--- src/rtl/seq_divider_pkg.sv ---
// Shared definitions for the sequential divider: FSM state encoding and
// the default operand width.
package seq_divider_pkg;

   localparam int DEFAULT_BITS = 32;

   typedef enum logic [1:0] {
      IDLE = 2'd0,
      BUSY = 2'd1,
      DONE = 2'd2
   } state_t;

endpackage

--- src/rtl/seq_divider_if.sv ---
// Request/result bundle of the sequential divider.
// Handshake: start is honoured only while busy=0 and done=0; done is a
// one-cycle pulse, and quotient/remainder/div_by_zero stay valid until the
// next accepted start.
interface seq_divider_if #(
   parameter int N = 32
) ();

   logic         start;
   logic         is_signed;
   logic [N-1:0] dividend;
   logic [N-1:0] divisor;
   logic         busy;
   logic         done;
   logic [N-1:0] quotient;
   logic [N-1:0] remainder;
   logic         div_by_zero;

   modport master (
      output start, is_signed, dividend, divisor,
      input  busy, done, quotient, remainder, div_by_zero
   );

   modport slave (
      input  start, is_signed, dividend, divisor,
      output busy, done, quotient, remainder, div_by_zero
   );

endinterface

--- src/rtl/seq_divider_subtractor_nbits.sv ---
// Combinational trial subtractor for the restoring divider: a - b with the
// borrow out (set when b > a).
module subtractor_nbits #(
   parameter int W = 33
) (
   input  logic [W-1:0] a,
   input  logic [W-1:0] b,
   output logic [W-1:0] diff,
   output logic         borrow
);

   assign {borrow, diff} = {1'b0, a} - {1'b0, b};

endmodule

--- src/rtl/seq_divider.sv ---
// Restoring sequential divider, one quotient bit per clock, N+1 cycle latency.
// Optional macro SIGNED_DIV_EN enables signed operation through is_signed.
module seq_divider
   import seq_divider_pkg::*;
#(
   parameter int NUMBER_OF_BITS = DEFAULT_BITS
) (
   input  logic      clk,
   input  logic      rst_n,
   seq_divider_if.slave bus,
   output state_t    fsm_state
);

   localparam int N  = NUMBER_OF_BITS;
   localparam int CW = $clog2(N + 1);

`ifdef SIGNED_DIV_EN
   localparam logic SIGN_EN = 1'b1;
`else
   localparam logic SIGN_EN = 1'b0;
`endif

   state_t        state;
   logic [CW-1:0] count;
   logic [N:0]    prem;
   logic [N-1:0]  dvd;
   logic [N-1:0]  dvs;
   logic          neg_q;
   logic          neg_r;
   logic          busy_q;
   logic          done_q;
   logic [N-1:0]  quot_q;
   logic [N-1:0]  rem_q;
   logic          dbz_q;

   logic          signed_req;
   logic          dvd_neg;
   logic          dvs_neg;
   logic [N-1:0]  dvd_mag;
   logic [N-1:0]  dvs_mag;
   logic [N:0]    shifted;
   logic [N:0]    diff;
   logic          borrow;
   logic [N:0]    r_next;
   logic [N-1:0]  q_next;
   logic [N-1:0]  q_fix;
   logic [N-1:0]  r_fix;

   // Signed requests iterate on magnitudes; signs are restored on the last step.
   assign signed_req = SIGN_EN & bus.is_signed;
   assign dvd_neg    = signed_req & bus.dividend[N-1];
   assign dvs_neg    = signed_req & bus.divisor[N-1];
   assign dvd_mag    = dvd_neg ? (~bus.dividend + 1'b1) : bus.dividend;
   assign dvs_mag    = dvs_neg ? (~bus.divisor + 1'b1)  : bus.divisor;

   assign shifted = (prem << 1) | {{N{1'b0}}, dvd[N-1]};

   subtractor_nbits #(.W(N + 1)) u_sub (
      .a      (shifted),
      .b      ({1'b0, dvs}),
      .diff   (diff),
      .borrow (borrow)
   );

   assign r_next = borrow ? shifted : diff;
   assign q_next = {dvd[N-2:0], ~borrow};
   assign q_fix  = neg_q ? (~q_next + 1'b1) : q_next;
   assign r_fix  = neg_r ? (~r_next[N-1:0] + 1'b1) : r_next[N-1:0];

   always_ff @(posedge clk or negedge rst_n) begin
      if (!rst_n) begin
         state  <= IDLE;
         count  <= '0;
         prem   <= '0;
         dvd    <= '0;
         dvs    <= '0;
         neg_q  <= 1'b0;
         neg_r  <= 1'b0;
         busy_q <= 1'b0;
         done_q <= 1'b0;
         quot_q <= '0;
         rem_q  <= '0;
         dbz_q  <= 1'b0;
      end else begin
         case (state)
            IDLE: begin
               if (bus.start) begin
                  if (bus.divisor == '0) begin
                     state  <= DONE;
                     done_q <= 1'b1;
                     quot_q <= '1;
                     rem_q  <= bus.dividend;
                     dbz_q  <= 1'b1;
                  end else begin
                     state  <= BUSY;
                     busy_q <= 1'b1;
                     dvd    <= dvd_mag;
                     dvs    <= dvs_mag;
                     prem   <= '0;
                     count  <= CW'(N);
                     neg_q  <= dvd_neg ^ dvs_neg;
                     neg_r  <= dvd_neg;
                  end
               end
            end
            BUSY: begin
               prem  <= r_next;
               dvd   <= q_next;
               count <= count - 1'b1;
               // Last iteration: results land together with the done pulse.
               if (count == CW'(1)) begin
                  state  <= DONE;
                  busy_q <= 1'b0;
                  done_q <= 1'b1;
                  quot_q <= q_fix;
                  rem_q  <= r_fix;
                  dbz_q  <= 1'b0;
               end
            end
            DONE: begin
               state  <= IDLE;
               done_q <= 1'b0;
            end
            default: begin
               state  <= IDLE;
               busy_q <= 1'b0;
               done_q <= 1'b0;
            end
         endcase
      end
   end

   assign bus.busy        = busy_q;
   assign bus.done        = done_q;
   assign bus.quotient    = quot_q;
   assign bus.remainder   = rem_q;
   assign bus.div_by_zero = dbz_q;
   assign fsm_state       = state;

endmodule

--- src/flat_wrapper.sv ---
// flat-port wrapper written by rule: the top's interface ports become plain ports
module seq_divider_flat import seq_divider_pkg::*;
#(
   parameter int NUMBER_OF_BITS = DEFAULT_BITS
)
  (clk, rst_n, fsm_state, bus_start, bus_is_signed, bus_dividend, bus_divisor, bus_busy, bus_done, bus_quotient, bus_remainder, bus_div_by_zero);
  seq_divider_if #(.N((32))) bus_i ();
  input  logic clk;
  input  logic rst_n;
  output state_t fsm_state;
  input wire logic [$bits(bus_i.start)-1:0] bus_start;
  input wire logic [$bits(bus_i.is_signed)-1:0] bus_is_signed;
  input wire logic [$bits(bus_i.dividend)-1:0] bus_dividend;
  input wire logic [$bits(bus_i.divisor)-1:0] bus_divisor;
  output wire logic [$bits(bus_i.busy)-1:0] bus_busy;
  output wire logic [$bits(bus_i.done)-1:0] bus_done;
  output wire logic [$bits(bus_i.quotient)-1:0] bus_quotient;
  output wire logic [$bits(bus_i.remainder)-1:0] bus_remainder;
  output wire logic [$bits(bus_i.div_by_zero)-1:0] bus_div_by_zero;
  assign bus_i.start = bus_start;
  assign bus_i.is_signed = bus_is_signed;
  assign bus_i.dividend = bus_dividend;
  assign bus_i.divisor = bus_divisor;
  assign bus_busy = bus_i.busy;
  assign bus_done = bus_i.done;
  assign bus_quotient = bus_i.quotient;
  assign bus_remainder = bus_i.remainder;
  assign bus_div_by_zero = bus_i.div_by_zero;
  seq_divider #(.NUMBER_OF_BITS(NUMBER_OF_BITS)) u_core (.clk(clk), .rst_n(rst_n), .bus(bus_i), .fsm_state(fsm_state));
endmodule
--- config.mk ---
export PLATFORM = sky130hd
export DESIGN_NAME = seq_divider_flat
export DESIGN_NICKNAME = d
export VERILOG_FILES = /design/src/rtl/seq_divider_pkg.sv /design/src/rtl/seq_divider_if.sv /design/src/rtl/seq_divider_subtractor_nbits.sv /design/src/rtl/seq_divider.sv /design/src/flat_wrapper.sv
export SDC_FILE = /design/constraint.sdc
export NUM_CORES = 1
export LEC_CHECK = 0
export CORE_MARGIN = 4
export CORE_UTILIZATION = 50
export CTS_BUF_LIST = sky130_fd_sc_hd__clkbuf_4 sky130_fd_sc_hd__clkbuf_8
export CTS_CLUSTER_SIZE = 20
export DETAILED_ROUTE_END_ITERATION = 10
export DONT_BUFFER_PORTS = 1
export PLACE_DENSITY = 0.68
export SLEW_MARGIN = 40
export SYNTH_ARGS = -nofsm -noshare
export SYNTH_HDL_FRONTEND = slang
export SYNTH_SLANG_ARGS = --single-unit
--- constraint.sdc ---
create_clock -name clk -period 6.18 [get_ports clk]
set_input_delay 0.309 -clock clk [delete_from_list [all_inputs] [get_ports clk]]
set_output_delay 0.309 -clock clk [all_outputs]
set_load 0.02 [all_outputs]
# Yosys cells after proc, flatten, opt, wreduce, memory -nomap -nowiden

Index checks and enable logic that the tools add are counted.

Bits in registers: 171
Bits in latches: 0
Bits in writable memories: 0
Memory bits (read-only): 0
Input bits: 68
Output and inout bits: 69
Word-level logic and storage cells: 63
Memories kept: 0

Add/subtract/negate cells: 2
Multipliers: 0
Divide/modulo/power cells: 0
Order comparisons: 0
Equality and inequality tests: 7
Shift-type cells: 0
Multiplexer cells: 31
Bitwise operators: 4
Reductions and logical operators: 9

Operator list:

| kind                | count |
|---|---|
| $mux 32             | 11 |
| $pmux 32 s2         | 4 |
| $sub 33x32->34      | 1 |
| $or 33x1->33        | 1 |
| $logic_not 32->1    | 1 |
| $mux 6              | 2 |
| $pmux 6 s2          | 1 |
| $reduce_and 3->1    | 3 |
| $reduce_and 4->1    | 2 |
| $eq 6x1->1 const B  | 1 |
| $mux 1              | 6 |
| $mux 2              | 3 |
| $sub 6x1->6 const B | 1 |
| $ne 2x1->1 const B  | 2 |
| $ne 2x2->1 const B  | 2 |
| $pmux 1 s2          | 2 |
| $pmux 2 s2          | 1 |
| $not 1->1           | 3 |
| $pmux 1 s3          | 1 |
| $eq 2x1->1 const B  | 1 |
| $eq 2x2->1 const B  | 1 |
| $logic_not 2->1     | 1 |
| $reduce_and 2->1    | 1 |
| $reduce_bool 2->1   | 1 |

# Longest topological paths before layout

Gate-level depths: netlist (run 1).

Depth after elaboration: 5
Depth in mapped cells: 14
Gate-level depth less buffers: 12

# Modules after synthesis

From an unflattened synthesis (run 1), not the netlist that was laid out.

Cells, all modules: 958
Area, all modules: 9331.4 µm²

Modules (own cells, without submodules):

| module           | instances | cells an instance | area each (µm²) |
|---|---|---|---|
| seq_divider      | 1         | 663               | 7304.5 |
| subtractor_nbits | 1         | 295               | 2026.9 |

# Least setup slack after synthesis (run 1)

Ideal clock, no wire load.

Kind: reg-to-reg
From: register u_core.prem[19]
To: register u_core.rem_q[7], in the netlist u_core.bus.remainder[7]
Library setup time: 0.121 ns
Arrival time: 2.536 ns
Slack: 3.523 ns
Cell stages (with the launch flop): 13
Buffers on the path: 2
Period minus slack after synthesis: 2.657 ns
Cells stage by stage: dfrtp_1 -> ha_1 -> a21oi_4 -> o21ai_2 -> a2111oi_4 -> o211ai_1 -> a311o_1 -> and2_4 -> buf_12 -> buf_12 -> mux2i_1 -> nor2_1 -> o22a_1

Longest elaborated chain between the ends: 5

RTL lines:

| element                  | RTL line                           | RTL |
|---|---|---|
| start: declaration       | seq_divider.sv:25                  | `logic [N:0] prem;` |
| start signal: assignment | seq_divider.sv:107                 | `prem <= r_next;` |
| $or 33x1->33             | seq_divider.sv:56                  | `assign shifted = (prem << 1) \| {{N{1'b0}}, dvd[N-1]};` |
| $sub 33x32->34           | seq_divider_subtractor_nbits.sv:12 | `assign {borrow, diff} = {1'b0, a} - {1'b0, b};` |
| $mux 32                  | seq_divider.sv:65                  | `assign r_next = borrow ? shifted : diff;` |
| $mux 32                  | seq_divider.sv:111                 | `if (count == CW'(1)) begin` |
| $pmux 32 s2              | seq_divider.sv:85                  | `case (state)` |
| end signal: assignment   | seq_divider.sv:92                  | `rem_q <= bus.dividend;` |
| end signal: assignment   | seq_divider.sv:116                 | `rem_q <= r_fix;` |
| end: declaration         | seq_divider.sv:33                  | `logic [N-1:0] rem_q;` |

Every way passes these cells. The select of a mux whose other input is x is not followed.
A chain may end at the register's enable or synchronous reset.

# Worst setup path in the final report (run 1)

From: register u_core.dvd[31]
To: register u_core.rem_q[26], in the netlist u_core.bus.remainder[26]

Longest elaborated chain between the ends: 5

RTL lines:

| element                  | RTL line                           | RTL |
|---|---|---|
| start: declaration       | seq_divider.sv:26                  | `logic [N-1:0] dvd;` |
| start signal: assignment | seq_divider.sv:97                  | `dvd <= dvd_mag;` |
| start signal: assignment | seq_divider.sv:108                 | `dvd <= q_next;` |
| $or 33x1->33             | seq_divider.sv:56                  |  |
| $sub 33x32->34           | seq_divider_subtractor_nbits.sv:12 |  |
| $mux 32                  | seq_divider.sv:65                  |  |
| $mux 32                  | seq_divider.sv:111                 |  |
| $pmux 32 s2              | seq_divider.sv:85                  |  |

Every way passes these cells. The select of a mux whose other input is x is not followed.

==> impl_metrics.py, run 1 <==
metrics = {
    "run_status": {
        "status": "finished clean",
    },
    "worst_setup_path": {
        "r2r-end": "u_core.bus.remainder[26]",
        "path_class": "reg -> reg",
        "arrival_ps": 3840,
        "cp-end-kind": "register",
        "critPathRequiredTime_ps": 6510,
        "r2r-start": "u_core.dvd[31]",
        "rrSetupSlack_ps": 2670,
        "cp_max_fo": 4,
        "crit_path_start_kind": "register",
        "worst-r2r-cell-count": 12,
    },
    "clocking": {
        "cts_resized": 0,
        "post-cts-setup-buffers": 0,
        "cts_max_path_buffers": 2,
        "clock_latency_ps": 480,
        "cts.sinks": 171,
        "clk_pin_slew_worst_paths_ps": 100,
        "cts_tree": "yes",
        "clock-root-buffer": "clkbuf_8",
        "cts_max_level": 4,
        "cts_hold_buffers": 55,
        "cts_made_buffers": 17,
    },
    "grt": {
        "met3_usage_pct": 5.66,
        "gr-usage-met1_pct": 30.2,
        "grt_pass1_vias": 7060,
        "grt_busiest_layer": "met2",
        "grt_max_degree": 172,
        "grt_pass1_wl_um": 36500,
        "gr-usage-met2_pct": 37.0,
        "antenna_found_initial": 0,
        "grt_remaining_overflow": 0,
        "grt.total_usage_pct": 22.5,
    },
    "placement": {
        "gp_congestion": 0.888,
        "preCtsSetupSlack_ps": 2830,
        "numPortBuffers": 0,
        "dp_hpwl_um": 15700,
    },
    "pwr": {
        "power_switching_mw": 2.55,
        "seq_power_share_pct": 42.0,
        "power_frac_clock_pct": 14.7,
        "comb_power_share_pct": 43.3,
        "p_leak_nw": 4.64,
        "intPower_mw": 2.78,
        "swShare_pct": 47.8,
        "peakVddDrop_mv": 0.414,
        "cellPowerDensity_nw_per_um2": 525,
    },
    "logic_synthesis": {
        "netlist_top_cells_count": "nand2_1, dfrtp_1, o21ai_0, nor2_1",
        "netlist_top_cells_area": "dfrtp_1, nand2_1, o21ai_0",
        "ys.flop_type": "dfrtp_1",
        "yosysMostFrequentCell": "nand2_1",
        "synth-seq-area-share_pct": 47.1,
        "syn-cell-area_um2": 9090,
        "synth_top_cell_by_area": "dfrtp_1",
        "synthCells": 1025,
        "yosysWarnings": 0,
        "synth_edf_count": 0,
        "synth_fp_nets": 1128,
        "postSynth.asyncResetShare_pct": 100,
        "synth_top_area_share_pct": 47.1,
        "yosys.cell_types.count": 56,
        "synth_seq_cells": 171,
        "synth.avg_cell_area_um2": 8.87,
    },
    "floorplan": {
        "pin_count": 137,
        "die_h_um": 143,
        "start_util_pct": 50.8,
        "dieArea_um2": 20400,
        "die_x_um": 143,
        "rows": 49,
        "core_area_um2": 17900,
    },
    "timing": {
        "final.min_clock_period_ps": 3510,
        "slew_viol_final": 0,
        "rsz0062_at_grt": "false",
        "relSlewSlack_pct": 45.9,
        "worstMarginPinSlew_ps": 791,
        "finalSetupViolations": 0,
        "fmax_mhz": 285,
        "skew_ps": 17.3,
        "min_period_over_period_pct": 56.8,
        "hold_viol_final": 0,
        "setup_slack_ps": 2670,
        "hold_ws_ps": 23.8,
        "fin_setup_tns_ps": 0,
    },
    "cells_and_area": {
        "n_antenna_cell": 0,
        "layout.nets": 1154,
        "drive_gt1_share_pct": 5.73,
        "n_fill_cell": 1618,
        "area_growth_pct": 11.7,
    },
    "hold_path": {
        "min_from": "bus_dividend[21]",
        "hold_class": "in -> reg",
        "worstHoldPathCells": 2,
        "min_to": "u_core.dvd[21]",
    },
    "route": {
        "via_count": 7298,
        "wl_per_cell_um": 17.6,
        "drt_iter0_drc": 509,
        "routed_wl_um": 22800,
        "drc": 0,
        "detail-route-antenna-nets": 0,
        "drt-pass1-iter-count": 5,
        "via_per_inst": 5.64,
    },
    "run": {
        "drv_cap": 0,
    },
}
[layer usage]
layer	part of all wire [%]	vias to the layer above
met2	48	182
met3	6.5	21
li1	-	3588
met4	1.5	0
met1	44	3507
met5	0	-
[stage by stage]
| step | total power, mW | std cells | area [µm²] | util (%) |
|---|---|---|---|---|
| 6_report | 5.33 | 1293 | 10200 | 56.7 |
| 5_1_grt | 5.77 | 1293 | 10200 | 56.7 |
| 4_1_cts | 5.35 | 1292 | 10100 | 56.6 |
| 3_5_place_dp | 4.51 | 1205 | 9170 | 51.2 |
| 3_3_place_gp | 4.45 | 1205 | 9170 | 51.2 |
| 2_1_floorplan | 3.98 | 1025 | 9090 | - |
[cells in the final DEF (no fill, tap or decap), drive strengths merged, types with 5 or more instances in the layout]
| master | count |
|---|---|
| a31oi | 40 |
| inv | 51 |
| nor3 | 7 |
| nand2b | 5 |
| buf | 9 |
| dlygate4sd3 | 54 |
| or3 | 5 |
| a21o | 27 |
| dfrtp | 171 |
| a21oi | 47 |
| mux2i | 29 |
| xnor2 | 19 |
| nor2 | 74 |
| o22a | 10 |
| o211ai | 15 |
| o21a | 16 |
| a211oi | 8 |
| o21ai | 105 |
| nand2 | 241 |
| nand4 | 6 |
| ha | 34 |
| xor2 | 13 |
| nand3 | 5 |
| nor4 | 11 |
| clkbuf | 17 |
| clkinv | 6 |
| o21bai | 6 |
[layout make-up]
type | count | area [µm²] | share of cell area [%]
multi-input combinational | 756 | 4400 | 43.3
sequential | 171 | 4280 | 42.1
timing repair buffer | 63 | 648 | 6.38
tap | 229 | 287 | 2.82
clock buffer | 17 | 234 | 2.30
inverter | 42 | 158 | 1.55
clock inverter | 15 | 150 | 1.48
[flip-flops by register name (all words and copies together) (netlist names)]
name	flops
u_core.count	6
u_core.bus.remainder	32
u_core.bus.busy	1
u_core.fsm_state	2
u_core.dvd	32
u_core.bus.div_by_zero	1
u_core.dvs	32
u_core.prem	32
u_core.bus.quotient	32
u_core.bus.done	1
[worst max-delay path, stage by stage, from the launching register on]
cell,delay [ps]
dfrtp_1,440
inv_1,70
ha_1,180
fa_1,230
nor2b_1,80
o211ai_1,280
a21oi_1,200
a2111oi_0,780
o21bai_1,270
a31oi_1,220
xnor2_1,90
mux2i_1,360
o221ai_1,170
[how the worst max path moves through the flow]
stage	startpoint	endpoint	cells after the start
after global placement	u_core.dvd[31]	u_core.bus.remainder[26]	12
after global routing	u_core.dvd[31]	u_core.bus.remainder[26]	12
after detailed placement	u_core.dvd[31]	u_core.bus.remainder[26]	12
after CTS	u_core.dvd[31]	u_core.bus.remainder[26]	12
after floorplan	u_core.prem[19]	u_core.bus.remainder[7]	12
final	u_core.dvd[31]	u_core.bus.remainder[26]	12
[logic make-up after synthesis]
| family | after synthesis | synth area share, % |
|---|---|---|
| simple gates | 368 | 16.7 |
| compound gates | 290 | 20.0 |
| flops | 171 | 47.1 |
| buf+inv | 98 | 4.83 |
| fa+ha+maj | 35 | 4.90 |
| xor+xnor | 32 | 3.08 |
| mux | 31 | 3.44 |
[power groups by stage]
| stage | Combinational [mW] | Sequential, mW | Clock, mW |
|---|---|---|---|
| 4_1_cts | 2.31 | 2.24 | 0.796 |
| 5_1_grt | 2.64 | 2.30 | 0.840 |
| 6_report | 2.31 | 2.24 | 0.782 |
| 3_3_place_gp | 2.20 | 2.25 | 0 |
| 3_5_place_dp | 2.24 | 2.26 | 0 |
| 2_1_floorplan | 1.85 | 2.14 | 0 |
Note: power is estimated with default switching activity, not from simulation.
==> inputs of run 2 (changes only) <==
- PLACE_DENSITY: 0.68 -> 0.71
- clock period: 6.18 -> 3.2 ns (I/O delays scaled with it)
==> run 2 against run 1 <==
Net effect: the run now ends with negative hold slack left; sequential power increased by 93%; critical endpoint is now u_core.bus.remainder[28]; register-to-register slack lost 2500 ps; highest routed layer unchanged; global-route usage is 1.0 points higher; design area grew 2.8%.
==> impl_metrics.py, run 2 (synthesized netlist as in run 1, its figures left out) <==
metrics = {
    "worst_setup_path": {
        "crit_path_start_kind": "register",
        "max_stage_delay_ps": 410,
        "crit_buf_inv": 0,
        "slowest_stage": "fa_1",
        "cp-end-kind": "register",
        "arrival_ps": 3390,
        "path_class": "reg -> reg",
        "r2r-start": "u_core.dvs[0]",
        "critPathRequiredTime_ps": 3530,
        "cp_max_fo": 3,
        "critPathMostFrequentCell": "a211oi_1",
        "worst-r2r-cell-count": 11,
        "r2r-end": "u_core.bus.remainder[28]",
        "rrSetupSlack_ps": 130,
        "crit_family": "compound AO/OA/AOI/OAI gates",
        "crit_path_cell_trace": "ha_1 -> fa_1 -> nor2b_1 -> o211ai_1 -> a211oi_1 -> o21ai_1 -> a31oi_2 -> a211oi_1 -> xnor2_1 -> mux2i_1 -> o221ai_1",
    },
    "cells_and_area": {
        "post-route-util_pct": 58.3,
        "area_growth_pct": 14.8,
        "layout_commonest_cell": "nand2_1",
        "drive_gt1_share_pct": 7.94,
        "n_fill_cell": 1589,
        "n_antenna_cell": 0,
        "layout.nets": 1186,
        "most-common-layout-cells": "nand2_1, dfrtp_1, o21ai_0",
    },
    "timing": {
        "worstMarginPinSlew_ps": 812,
        "final.min_clock_period_ps": 3070,
        "setup_slack_ps": 135,
        "min_period_over_period_pct": 95.8,
        "hold_viol_final": 171,
        "finalSetupViolations": 0,
        "hold_ws_ps": -624,
        "rsz0062_at_grt": "true",
        "skew_ps": 13.9,
        "slew_viol_final": 0,
        "fmax_mhz": 326,
        "relSlewSlack_pct": 45.8,
    },
    "clocking": {
        "cts_max_path_buffers": 2,
        "clock_latency_ps": 470,
        "clock-root-buffer": "clkbuf_8",
        "cts_tree": "yes",
        "post-cts-setup-buffers": 0,
        "cts_made_buffers": 17,
        "cts_max_level": 4,
        "clk_pin_slew_worst_paths_ps": 100,
        "cts.sinks": 171,
    },
    "floorplan": {
        "start_util_pct": 50.8,
        "die_h_um": 143,
        "core_area_um2": 17900,
        "pin_count": 137,
        "dieArea_um2": 20400,
        "die_x_um": 143,
        "rows": 49,
    },
    "run_status": {
        "violations": "negative hold slack",
        "status": "finished, violations left",
    },
    "grt": {
        "grt.total_usage_pct": 23.6,
        "grt_pass1_wl_um": 38400,
        "grt_remaining_overflow": 0,
        "antenna_found_initial": 0,
        "grt_max_degree": 172,
        "grt_pass1_vias": 7575,
    },
    "route": {
        "routed_wl_um": 23800,
        "drc": 0,
        "via_count": 7533,
        "drt-pass1-iter-count": 6,
        "via_per_inst": 5.69,
        "drt_iter0_drc": 623,
        "wl_per_cell_um": 17.9,
        "detail-route-antenna-nets": 0,
    },
    "hold_path": {
        "hold_class": "in -> async",
    },
    "pwr": {
        "cellPowerDensity_nw_per_um2": 1000,
        "peakVddDrop_mv": 0.850,
        "p_leak_nw": 4.78,
    },
    "placement": {
        "preCtsSetupSlack_ps": 98.0,
        "dp_hpwl_um": 16500,
        "numPortBuffers": 0,
        "gp_congestion": 0.942,
    },
    "run": {
        "drv_cap": 0,
    },
}
## run 2: layout make-up
class                   count  area, µm²  share of cell area (%)
clock buffers              17        234                    2.24
clock inverters            15        153                    1.46
inverters                  42        158                    1.51
multi-input cells         757       4440                    42.5
flip-flops and latches    171       4280                    41.0
well taps                 229        287                    2.74
repair buffers             94        893                    8.56
## run 2: report_power, final
group | total, mW | switching, mW | internal [mW]
combinational | 4.66 | 2.85 | 1.81
sequential | 4.32 | 1.20 | 3.11
clock | 1.50 | 0.915 | 0.581
## run 2: layer usage
layer,track usage (%),up-vias,routed length [µm]
li1,-,3662,-
met1,30.4,3662,10100
met4,5.20,0,272
met3,6.16,27,1410
met2,40.1,182,12000
met5,0,-,0
## run 2: worst max path at each step
stage                               start                  endpoint  slack [ps]  cells past startpoint
after floorplan           u_core.prem[19]   u_core.bus.remainder[7]         540                     12
after global placement    u_core.prem[19]            u_core.prem[0]         210                     11
after detailed placement    u_core.dvs[0]  u_core.bus.remainder[28]         100                     11
after CTS                   u_core.dvs[0]  u_core.bus.remainder[28]          80                     11
after global routing       u_core.prem[3]  u_core.bus.remainder[19]         -30                     11
final                       u_core.dvs[0]  u_core.bus.remainder[28]         130                     11
## run 2: stage by stage
stage               setup TNS (ps)  power (mW)  cells  hold slack [ps]  instance area, µm²
finish                           0        10.5   1325             -624               10400
global route                 -89.4        11.4   1325             -666               10400
CTS                              0        10.5   1323             -646               10400
detailed placement               0        8.88   1227             -129                9360
global placement                 0        8.76   1227             -131                9360
floorplan                        0        7.69   1025             -136                9090
## run 2: what timing repair did
action	in CTS	in global routing
resized for setup	0	7
setup endpoints to repair	0	24
hold buffers	64	1
hold endpoints to repair	263	172
==> inputs of run 3 (changes only) <==
- clock period: 3.2 -> 2.7 ns (I/O delays scaled with it)
==> run 3 against run 2 <==
Net effect: total power up 35%; clock skew up 4.5 ps; the flow finishes with violations (negative hold slack, negative setup slack); sequential share of layout area down 4.1 points; utilization up 6.6 points; global-route usage up 1.6 points; clock power up 18%; maximum frequency up 9.4%; non-clock buffer count up 70; critical path type unchanged; cell count up 5.3%; register-to-register slack worse by 240 ps; worst setup slack worse by 240 ps.
==> impl_metrics.py, run 3 (synthesized netlist as in run 1, its figures left out) <==
metrics = {
    "run_status": {
        "status": "finished, violations left",
        "violations": "negative hold slack, negative setup slack",
    },
    "worst_setup_path": {
        "critPathMostFrequentCell": "a21o_1",
        "worst-r2r-cell-count": 12,
        "arrival_ps": 3160,
        "critPathRequiredTime_ps": 3060,
        "path_class": "reg -> reg",
        "rrSetupSlack_ps": -100,
        "crit_path_cell_trace": "ha_4 -> o211ai_1 -> a21oi_2 -> o21a_1 -> a21o_1 -> a311o_1 -> and2_4 -> buf_12 -> clkbuf_16 -> mux2i_4 -> nor2_4 -> a21o_1",
        "cp-end-kind": "register",
        "r2r-end": "u_core.prem[5]",
        "r2r-start": "u_core.prem[3]",
        "crit_path_start_kind": "register",
        "slowest_stage": "dfrtp_1",
        "max_stage_delay_ps": 440,
        "cp_max_fo": 5,
    },
    "placement": {
        "numPortBuffers": 0,
        "place_inst": 1278,
        "placed_area_um2": 9810,
        "gp_congestion": 0.879,
        "dp_hpwl_um": 17600,
    },
    "timing": {
        "fin_setup_tns_ps": -867,
        "hold_viol_final": 171,
        "slew_viol_final": 0,
        "worstMarginPinSlew_ps": 507,
        "fmax_mhz": 357,
        "rsz0062_at_grt": "true",
        "setup_slack_ps": -101,
        "relSlewSlack_pct": 65.8,
        "hold_ws_ps": -650,
        "skew_ps": 18.4,
        "finalSetupViolations": 16,
        "min_period_over_period_pct": 104,
        "final.min_clock_period_ps": 2800,
    },
    "clocking": {
        "clock_latency_ps": 470,
        "cts_tree": "yes",
        "cts_hold_buffers": 65,
        "cts.sinks": 171,
        "cts_max_path_buffers": 2,
        "cts_max_level": 4,
        "cts_made_buffers": 17,
        "clock-root-buffer": "clkbuf_8",
        "clk_pin_slew_worst_paths_ps": 100,
    },
    "grt": {
        "grt.total_usage_pct": 25.2,
        "grt_remaining_overflow": 0,
        "grt_pass1_wl_um": 40400,
        "antenna_found_initial": 0,
        "grt_pass1_vias": 7939,
        "grt_max_degree": 172,
    },
    "hold_path": {
        "hold_class": "in -> async",
    },
    "route": {
        "drt_iter0_drc": 540,
        "routed_wl_um": 26500,
        "drt-pass1-iter-count": 5,
        "via_count": 8004,
        "detail-route-antenna-nets": 0,
        "drc": 0,
        "via_per_inst": 5.74,
        "wl_per_cell_um": 19.0,
    },
    "pwr": {
        "total_power_mw": 14.1,
        "cellPowerDensity_nw_per_um2": 1220,
        "peakVddDrop_mv": 1.07,
        "p_leak_nw": 5.20,
    },
    "run": {
        "drv_cap": 0,
    },
    "cells_and_area": {
        "layout_commonest_cell": "nand2_1",
        "fin_cells": 1395,
        "postLayoutCellArea_um2": 11600,
        "post-route-util_pct": 64.9,
        "most-common-layout-cells": "nand2_1, dfrtp_1, o21ai_0",
        "n_antenna_cell": 0,
        "area_growth_pct": 27.9,
        "layout.nets": 1256,
        "drive_gt1_share_pct": 20.7,
        "n_fill_cell": 1414,
    },
    "floorplan": {
        "rows": 49,
        "start_util_pct": 50.8,
        "dieArea_um2": 20400,
        "die_h_um": 143,
        "pin_count": 137,
        "die_x_um": 143,
        "core_area_um2": 17900,
    },
}
run 3: what timing repair did:
item,CTS,global route
endpoints found under the setup margin,52,60
pin swaps,17,28
cloned,2,1
endpoints found under the hold margin,265,171
gates resized for setup,38,90
setup buffers,7,11
run 3: layer usage:
layer,track usage (%),routed length (µm)
met4,9.85,813
met5,0,0
met1,31.6,11000
met3,6.40,1430
met2,41.8,13200
run 3: final cells by class:
cell class / count / area (µm²) / area share, %
Timing Repair Buffer: 164 / 1530 / 13.2
Clock buffer: 17 / 234 / 2.01
Tap cell: 229 / 287 / 2.47
Sequential cell: 171 / 4280 / 36.9
Clock inverter: 15 / 146 / 1.26
Multi-Input combinational cell: 757 / 4980 / 42.9
Inverter: 42 / 158 / 1.36
run 3: worst max path at each step:
stage	end	depth (start not counted)	slack, ps	from
after floorplan	u_core.bus.remainder[7]	12	40	u_core.prem[19]
after CTS	u_core.bus.remainder[4]	11	-30	u_core.prem[23]
final	u_core.prem[5]	12	-100	u_core.prem[3]
after detailed placement	u_core.bus.remainder[12]	11	-90	u_core.prem[17]
after global placement	u_core.bus.remainder[12]	11	-50	u_core.prem[17]
after global routing	u_core.bus.remainder[11]	12	-170	u_core.prem[3]
run 3: worst max-delay path, delay by kind of cell, from the launching register on:
kind / cells / cell delay, ps
compound gates: 6 / 1130
mux: 1 / 240
flops: 1 / 440
fa+ha+maj: 1 / 320
simple gates: 2 / 270
buf+inv: 2 / 300
run 3: metrics by stage:
stage	worst slack (ps)	hold slack, ps
after floorplan	42.9	-161
final	-101	-650
after detailed placement	-92.9	-154
after global placement	-47.3	-154
after global routing	-170	-697
after CTS	-27.0	-673
run 3: power by group:
group / total [mW] / internal [mW] / switching, mW
logic: 7.18 / 3.05 / 4.13
registers: 5.18 / 3.69 / 1.49
clock network: 1.77 / 0.682 / 1.09
total: 14.1 / 7.42 / 6.71
